**src/rtl/pixel_packer_axis_if.sv**
```systemverilog
// Stream bundle for the pixel packer: 8-bit pixel input stream plus packed word output stream.
// The slave modport is the packer's view; the master modport is the surrounding system's view.
interface pixel_packer_axis_if #(
  parameter int OUT_BYTES = 4
);
  logic [7:0]             s_axis_tdata;
  logic                   s_axis_tvalid;
  logic                   s_axis_tready;
  logic                   s_axis_tlast;
  logic [8*OUT_BYTES-1:0] m_axis_tdata;
  logic [OUT_BYTES-1:0]   m_axis_tkeep;
  logic                   m_axis_tvalid;
  logic                   m_axis_tready;
  logic                   m_axis_tlast;

  modport slave (
    input  s_axis_tdata, s_axis_tvalid, s_axis_tlast, m_axis_tready,
    output s_axis_tready, m_axis_tdata, m_axis_tkeep, m_axis_tvalid, m_axis_tlast
  );

  modport master (
    output s_axis_tdata, s_axis_tvalid, s_axis_tlast, m_axis_tready,
    input  s_axis_tready, m_axis_tdata, m_axis_tkeep, m_axis_tvalid, m_axis_tlast
  );
endinterface

```
**src/rtl/pixel_packer_axis.sv**
```systemverilog
// Packs consecutive 8-bit equalized pixels into OUT_BYTES-wide words for the DMA write channel,
// with a registered output stage, TKEEP on a frame's final partial word, and frame status.
module pixel_packer_axis #(
  parameter int OUT_BYTES = 4
) (
  input  logic                    clk,
  input  logic                    reset,
  pixel_packer_axis_if.slave      bus,
  output logic [31:0]             pixel_count,
  output logic                    frame_done
);

  localparam int IDX_W = $clog2(OUT_BYTES);
  localparam logic [IDX_W-1:0] LAST_IDX = IDX_W'(OUT_BYTES - 1);

  logic [IDX_W-1:0]       idx;
  logic [8*OUT_BYTES-1:0] acc;
  logic                   new_frame;
  logic [8*OUT_BYTES-1:0] word_next;
  logic [OUT_BYTES-1:0]   keep_next;
  logic                   accept;
  logic                   complete;

  // The output slot is free when empty or being drained this cycle; never depends on s_axis_tvalid.
  assign bus.s_axis_tready = !reset && (!bus.m_axis_tvalid || bus.m_axis_tready);
  assign accept            = bus.s_axis_tvalid && bus.s_axis_tready;
  assign complete          = accept && ((idx == LAST_IDX) || bus.s_axis_tlast);

  // Lanes above idx are already zero in acc because it clears whenever a word is emitted.
  always_comb begin
    // NOTE: every always_comb output gets a default first so no latch can be inferred.
    word_next = acc;
    keep_next = '0;
    for (int k = 0; k < OUT_BYTES; k++) begin
      if (IDX_W'(k) == idx) word_next[8*k +: 8] = bus.s_axis_tdata;
      if (IDX_W'(k) <= idx) keep_next[k] = 1'b1;
    end
  end

  always_ff @(posedge clk) begin
    // NOTE: sequential state uses non-blocking assignments so every register sees pre-edge values.
    if (reset) begin
      bus.m_axis_tvalid <= 1'b0;
      bus.m_axis_tdata  <= '0;
      bus.m_axis_tkeep  <= '0;
      bus.m_axis_tlast  <= 1'b0;
      frame_done        <= 1'b0;
      pixel_count       <= '0;
      new_frame         <= 1'b0;
      idx               <= '0;
      acc               <= '0;
    end else begin
      frame_done <= bus.m_axis_tvalid && bus.m_axis_tready && bus.m_axis_tlast;

      if (bus.m_axis_tvalid && bus.m_axis_tready) bus.m_axis_tvalid <= 1'b0;

      // A completing beat overrides the drain above, so a same-edge reload keeps tvalid high.
      if (complete) begin
        bus.m_axis_tdata  <= word_next;
        bus.m_axis_tkeep  <= keep_next;
        bus.m_axis_tlast  <= bus.s_axis_tlast;
        bus.m_axis_tvalid <= 1'b1;
        idx               <= '0;
        acc               <= '0;
      end else if (accept) begin
        acc <= word_next;
        idx <= idx + 1'b1;
      end

      if (accept) begin
        if (new_frame)             pixel_count <= 32'd1;
        else if (pixel_count != '1) pixel_count <= pixel_count + 32'd1;
        new_frame <= bus.s_axis_tlast;
      end
    end
  end

endmodule
```
**src/flat_wrapper.sv**
```systemverilog
// flat-port wrapper written by rule: the top's interface ports become plain ports
module pixel_packer_axis_flat 
#(
  parameter int OUT_BYTES = 4
)
  (clk, reset, pixel_count, frame_done, bus_s_axis_tdata, bus_s_axis_tvalid, bus_s_axis_tlast, bus_m_axis_tready, bus_s_axis_tready, bus_m_axis_tdata, bus_m_axis_tkeep, bus_m_axis_tvalid, bus_m_axis_tlast);
  pixel_packer_axis_if #(.OUT_BYTES(OUT_BYTES)) bus_i ();
  input  logic clk;
  input  logic reset;
  output logic [31:0] pixel_count;
  output logic frame_done;
  input wire logic [$bits(bus_i.s_axis_tdata)-1:0] bus_s_axis_tdata;
  input wire logic [$bits(bus_i.s_axis_tvalid)-1:0] bus_s_axis_tvalid;
  input wire logic [$bits(bus_i.s_axis_tlast)-1:0] bus_s_axis_tlast;
  input wire logic [$bits(bus_i.m_axis_tready)-1:0] bus_m_axis_tready;
  output wire logic [$bits(bus_i.s_axis_tready)-1:0] bus_s_axis_tready;
  output wire logic [$bits(bus_i.m_axis_tdata)-1:0] bus_m_axis_tdata;
  output wire logic [$bits(bus_i.m_axis_tkeep)-1:0] bus_m_axis_tkeep;
  output wire logic [$bits(bus_i.m_axis_tvalid)-1:0] bus_m_axis_tvalid;
  output wire logic [$bits(bus_i.m_axis_tlast)-1:0] bus_m_axis_tlast;
  assign bus_i.s_axis_tdata = bus_s_axis_tdata;
  assign bus_i.s_axis_tvalid = bus_s_axis_tvalid;
  assign bus_i.s_axis_tlast = bus_s_axis_tlast;
  assign bus_i.m_axis_tready = bus_m_axis_tready;
  assign bus_s_axis_tready = bus_i.s_axis_tready;
  assign bus_m_axis_tdata = bus_i.m_axis_tdata;
  assign bus_m_axis_tkeep = bus_i.m_axis_tkeep;
  assign bus_m_axis_tvalid = bus_i.m_axis_tvalid;
  assign bus_m_axis_tlast = bus_i.m_axis_tlast;
  pixel_packer_axis #(.OUT_BYTES(OUT_BYTES)) u_core (.clk(clk), .reset(reset), .bus(bus_i), .pixel_count(pixel_count), .frame_done(frame_done));
endmodule
```
**config.mk**
```make
export PLATFORM = sky130hd
export DESIGN_NAME = pixel_packer_axis_flat
export DESIGN_NICKNAME = d
export VERILOG_FILES = /design/src/rtl/pixel_packer_axis_if.sv /design/src/rtl/pixel_packer_axis.sv /design/src/flat_wrapper.sv
export SDC_FILE = /design/constraint.sdc
export NUM_CORES = 1
export LEC_CHECK = 0
export BUFFER_PORTS_ARGS = -buffer_cell sky130_fd_sc_hd__buf_4
export CELL_PAD_IN_SITES_DETAIL_PLACEMENT = 0
export CELL_PAD_IN_SITES_GLOBAL_PLACEMENT = 1
export CORE_ASPECT_RATIO = 1.1
export CORE_MARGIN = 2
export CORE_UTILIZATION = 35
export CTS_CLUSTER_SIZE = 24
export DETAILED_ROUTE_END_ITERATION = 8
export GPL_TIMING_DRIVEN = 1
export PLACE_DENSITY_LB_ADDON = 0.1
export SYNTH_ARGS = -nofsm -noshare
export SYNTH_HDL_FRONTEND = slang
export SYNTH_SLANG_ARGS = --single-unit
```
**constraint.sdc**
```tcl
create_clock -name clk -period 1.7 [get_ports clk]
set_input_delay 0.34 -clock clk [delete_from_list [all_inputs] [get_ports clk]]
set_output_delay 0.34 -clock clk [all_outputs]
set_load 0.05 [all_outputs]
```
After elaboration in Yosys (flattened, before gate mapping)
Cells that the tools add are included.
{"block": "totals", "wordCells": 46, "inputBits": 13, "regBits": 106}
{"block": "classes", "magnitude_cmp": 4, "reduce_logical": 14, "n_mux": 12, "n_eq_ne": 5, "n_addsub": 2}
{"op": "32-bit two-way mux", "count": 2}
{"op": "32-bit by 1-bit adder with 32-bit output (second input constant)", "count": 1}
{"op": "8-bit two-way mux", "count": 4}
{"op": "32-bit != test (second input constant)", "count": 1}
{"op": "1-bit two-way mux", "count": 6}
{"op": "1-bit logical AND", "count": 5}
{"op": "2-bit equality test (first input constant)", "count": 2}
{"op": "1-bit by 2-bit less-or-equal comparator with 1-bit output (first input constant)", "count": 2}
{"op": "2-bit less-or-equal comparator (first input constant)", "count": 2}
{"op": "2-bit nonzero test", "count": 2}
{"op": "2-bit by 1-bit adder with 2-bit output (second input constant)", "count": 1}
{"op": "1-bit by 2-bit equality test with 1-bit output (first input constant)", "count": 1}
{"op": "2-bit equality test (second input constant)", "count": 1}
{"op": "1-bit logical NOT", "count": 2}
{"op": "2-bit logical NOT", "count": 1}
{"op": "1-bit logical OR", "count": 2}
{"op": "2-bit AND reduction", "count": 1}
{"op": "2-bit OR reduction", "count": 1}

Logic depth before layout (Yosys ltp)
{"block": "logic_depth", "ltp_word": 6, "ltp_mapped": 8}

Worst setup path after synthesis
Ideal clock, no wire load.
{"block": "synth_timing", "path_kind": "register -> register", "startpoint": "register u_core.pixel_count[0]", "endpoint": "register u_core.pixel_count[24]", "period_less_slack_ns": 2.255, "arrival_ns": 2.185, "stages_incl_launch_ff": 8, "slack_ns": -0.555, "cell_sequence": "dfxtp_1 ha_1 and3_1 and4_1 buf_4 nand3_2 or4_1 a21oi_1"}
{"block": "synth_via", "elab_chain_cells": 3, "elab_cells_between_ends": 6, "classes_between": "1 x add/sub; 1 x eq/ne; 2 x mux; 2 x reduce/logical"}
{"element": "from (decl)", "line": "pixel_packer_axis.sv:9", "text": "output logic [31:0] pixel_count,"}
{"element": "from (signal assigned)", "line": "pixel_packer_axis.sv:72", "text": "else if (pixel_count != '1) pixel_count <= pixel_count + 32'd1;"}
{"element": "32-bit by 1-bit adder with 32-bit output / 32-bit != test (equally long branches)", "line": "pixel_packer_axis.sv:72"}
{"element": "32-bit two-way mux / 2-bit nonzero test (equally long branches)"}
{"element": "32-bit two-way mux / 2-bit AND reduction (equally long branches)"}
Several ways; a longest one is shown, not always the timed one. The select of a mux whose other input is x is not followed.
A chain may end at the register's enable or synchronous reset.

Worst setup path in the final report
{"block": "layout_timing", "startpoint": "register u_core.pixel_count[1]", "endpoint": "register u_core.pixel_count[3]"}
Same word-level chain as after synthesis.

==> reports/summary.txt <==
===============================================================================================
Outcome                                                                            complete, but fails checks
Data required time of the critical path                                                 1960 ps
Cts hold-fix bufs                                                                             0
Part of the power in combinational logic                                                  14.2%
Finish-stage setup viols                                                                     29
Fill cell count                                                                            1302
Clock buffers created by TritonCTS                                                            9
Type of the worst setup path                                                         reg -> reg
Clock sink count                                                                            106
Post-layout util                                                                          51.8%
CTS tree                                                                                   done
Share of synthesized registers carrying an async set or reset                                0%
Worst setup EP type                                                                   flip-flop
Post-DR wirelength/cell                                                                 16.7 um
Post-synthesis sequential element count                                                     106
Layout cell share with drive strength beyond 1                                            37.8%
Register area                                                                        2210 sq um
Final standard cell area without fillers                                             7180 sq um
Slew @ Worst Pin                                                                         582 ps
Multi-input logic area                                                               2810 sq um
Gate count after technology mapping                                                         588
Pleak                                                                                   2.81 nW
Worst Setup Slack post-DPL                                                              -307 ps
Net switching share of the total power                                                    27.9%
Count of pins over their slew limit                                                           0
Antenna violations before repair                                                              0
Worst hold-check slack                                                                   297 ps
Total wire length                                                                      15500 um
Die X-Extent                                                                             118 um
Clock Path Buffers                                                                            2
Nets in the synthesized netlist                                                             607
Power density over the cells                                                        745 nW/um^2
Number of ports placed on the die boundary                                                   85
Vias per inst                                                                              5.36
Arrival time of data at the critical path endpoint                                      2160 ps
Clock input transition at the sequential cells of the worst setup and hold paths          70 ps
Internal power of the cells                                                           0.00386 W
Layout overhead on the synthesized area                                                   44.4%
Clock power share                                                                         38.1%
Post-route non-filler standard cell count                                                   931
Unrepaired setup endpoints after global routing                                             yes
Post-route clock skew                                                                   8.35 ps
Switching power total                                                                 0.00149 W
Critical-path top delay cell                                                            dfxtp_4
Smallest setup slack after layout                                                       -201 ps
Failing checks                                                                     negative setup slack
# diodes                                                                                      0
Cells after DPL                                                                             895
Maximum level of the CTS H-tree                                                               3
Total GRT Usage                                                                           20.2%
Clk Latency, worst-skew pair                                                             350 ps
Total grt overflow                                                                            0
Via count of the first global-routing pass                                                 4763
Worst-path cell chain                                                              ha_4 -> and3_4 -> buf_6 -> nand4_4 -> nor4_4 -> buf_4 -> nor2_4 -> buf_6 -> a311oi_1
Synthesized area per cell                                                            8.46 sq um
Clock period minus final worst setup slack                                              1900 ps
Distinct cells, synth                                                                        47
Top fanout value on the critical path                                                         5
Count of TritonRoute iterations in the first routing pass                                     4
Total number of vias                                                                       4986
Cell area after synthesis                                                            4970 sq um
Stage delay of the slowest cell on the critical path                                     370 ps
Max cap viols                                                                                 0
Port bufs                                                                                    84
Largest net degree at the start of global routing                                            48
RD Place Congestion                                                                       0.851
Number of flops mapped to enable cells by yosys                                               0
Initial core utilization                                                                  35.9%
Share of the yosys chip area belonging to registers                                       42.7%
Worst path most repeated cell                                                             buf_6
Max Clk Rate                                                                            526 MHz
Area of the core                                                                    13900 sq um
Remaining antenna violation count                                                             0
Final Hold Viols                                                                              0
Nets                                                                                        760
CP startpoint kind                                                                    flip-flop
Die area                                                                            15200 sq um
Yosys Warn Count                                                                              0
VDD IR max                                                                               448 uV
First-pass GRT wire length                                                             24700 um
Hold/Removal Path Class                                                               in -> reg
Site Rows                                                                                    45
Post-detailed-placement cell area                                                    6490 sq um
Sequential Power Share                                                                    47.7%
Synth Flop Type                                                                         dfxtp_1
DRC viols                                                                                     0
Root buffer cell                                                                      clkbuf_16
Fin crit share                                                                             112%
Worst slew margin                                                                         61.2%
HPWL reported at the end of detailed placement                                         10700 um
DRT iter0 DRCs                                                                              307
DIE HEIGHT                                                                               129 um
===============================================================================================
worst paths after layout:
| path | slack (ps) | startpoint | endpoint | depth (start not counted) |
|---|---|---|---|---|
| hold reg to reg | 450 | u_core.acc[22] | u_core.acc[22] | 2 |
| setup reg to reg | -200 | u_core.pixel_count[1] | u_core.pixel_count[3] | 9 |
| hold / removal | 300 | bus_s_axis_tdata[0] | u_core.acc[8] | 3 |
| setup / recovery | -200 | u_core.pixel_count[1] | u_core.pixel_count[3] | 9 |
power groups by stage:
stage                     Sequential (W)  Clock (W)  Combinational, W
after floorplan                  0.00277          0          0.000302
after global placement           0.00261          0          0.000707
after detailed placement         0.00261          0          0.000709
after CTS                        0.00255    0.00209          0.000756
after global routing             0.00256    0.00219          0.000810
final                            0.00255    0.00204          0.000758
flip-flops by register name, indices dropped and copies added, names as in the netlist:
| name | count |
|---|---|
| u_core.bus.m_axis_tdata | 32 |
| u_core.idx | 2 |
| u_core.bus.m_axis_tvalid | 1 |
| u_core.bus.m_axis_tkeep | 4 |
| u_core.frame_done | 1 |
| u_core.new_frame | 1 |
| u_core.acc | 32 |
| u_core.bus.m_axis_tlast | 1 |
| u_core.pixel_count | 32 |
through the flow:
stage / setup TNS, ps / total power (W)
after CTS: -2300 / 0.00540
final: -3480 / 0.00535
after global routing: -5810 / 0.00556
after floorplan: -1300 / 0.00307
after global placement: -6150 / 0.00332
after detailed placement: -7400 / 0.00332
worst max-delay path: cells and delay by family (launching register included):
family	cells	cell delay, ps
flops	1	370
simple gates	4	650
fa+ha+maj	1	130
compound gates	1	240
buf+inv	3	420
synth_stat cells, drive strengths merged, types with 5 or more instances:
| cell | instances | area share, % |
|---|---|---|
| nand2 | 64 | 4.8 |
| ha | 6 | 1.5 |
| and4 | 9 | 1.6 |
| dfxtp | 106 | 43 |
| buf | 13 | 1.6 |
| clkbuf | 37 | 2.8 |
| and3 | 10 | 1.3 |
| inv | 7 | 0.53 |
| nor2 | 55 | 4.2 |
| o21ai | 14 | 1.4 |
| mux2i | 34 | 6.8 |
| or3 | 5 | 0.63 |
| a311oi | 7 | 1.2 |
| nor4 | 6 | 1.4 |
| nand4 | 16 | 2.5 |
| nor3 | 10 | 1.0 |
| nand3 | 45 | 4.8 |
| a21oi | 51 | 5.1 |
| a211oi | 37 | 5.6 |
| a31oi | 16 | 2.1 |
layer usage:
layer	up-vias	part of all wire (%)	track usage [%]
li1	2477	-	-
met1	2386	44	24.6
met2	101	50	35.8
met3	22	3.8	3.57
met4	0	2.0	7.73
met5	-	0	0
area by class of cell:
cell class              count  area share [%]
multi-input cells         423            39.2
flip-flops and latches    106            30.8
repair buffers            194            22.6
clock buffers              10            3.48
well taps                 188            3.28
inverters                   7           0.366
clock inverters             3           0.314
placed cells by master, fill, tap and decap left out, types with 9 or more instances in the layout:
cell	instances
buf_4	174
a31oi_1	15
buf_12	10
mux2i_1	34
nor2_1	51
a21oi_1	48
clkbuf_16	10
nand4_1	12
a211oi_1	37
dfxtp_2	14
nand3_1	39
nand2_1	63
nor3_1	10
buf_6	9
dfxtp_4	19
dfxtp_1	73
timing repair:
action | CTS | global route
gates resized for setup | 38 | 13
pin swaps | 19 | 18
setup buffers | 14 | 11
endpoints found under the setup margin | 32 | 66
logic make-up (layout without fill, tap and decap cells):
| group | Yosys count | in the layout | synth area share, % |
|---|---|---|---|
| multiplexers | 34 | 34 | 6.84 |
| flip-flops | 106 | 106 | 42.7 |
| XOR/XNOR | 1 | 1 | 0.176 |
| AO/OA/AOI/OAI | 148 | 148 | 19.3 |
| adder cells (fa/ha/maj) | 6 | 6 | 1.51 |
| buffers and inverters | 59 | 214 | 5.31 |
| AND/OR/NAND/NOR | 234 | 234 | 24.2 |
Power figures use the tool's default switching activity.
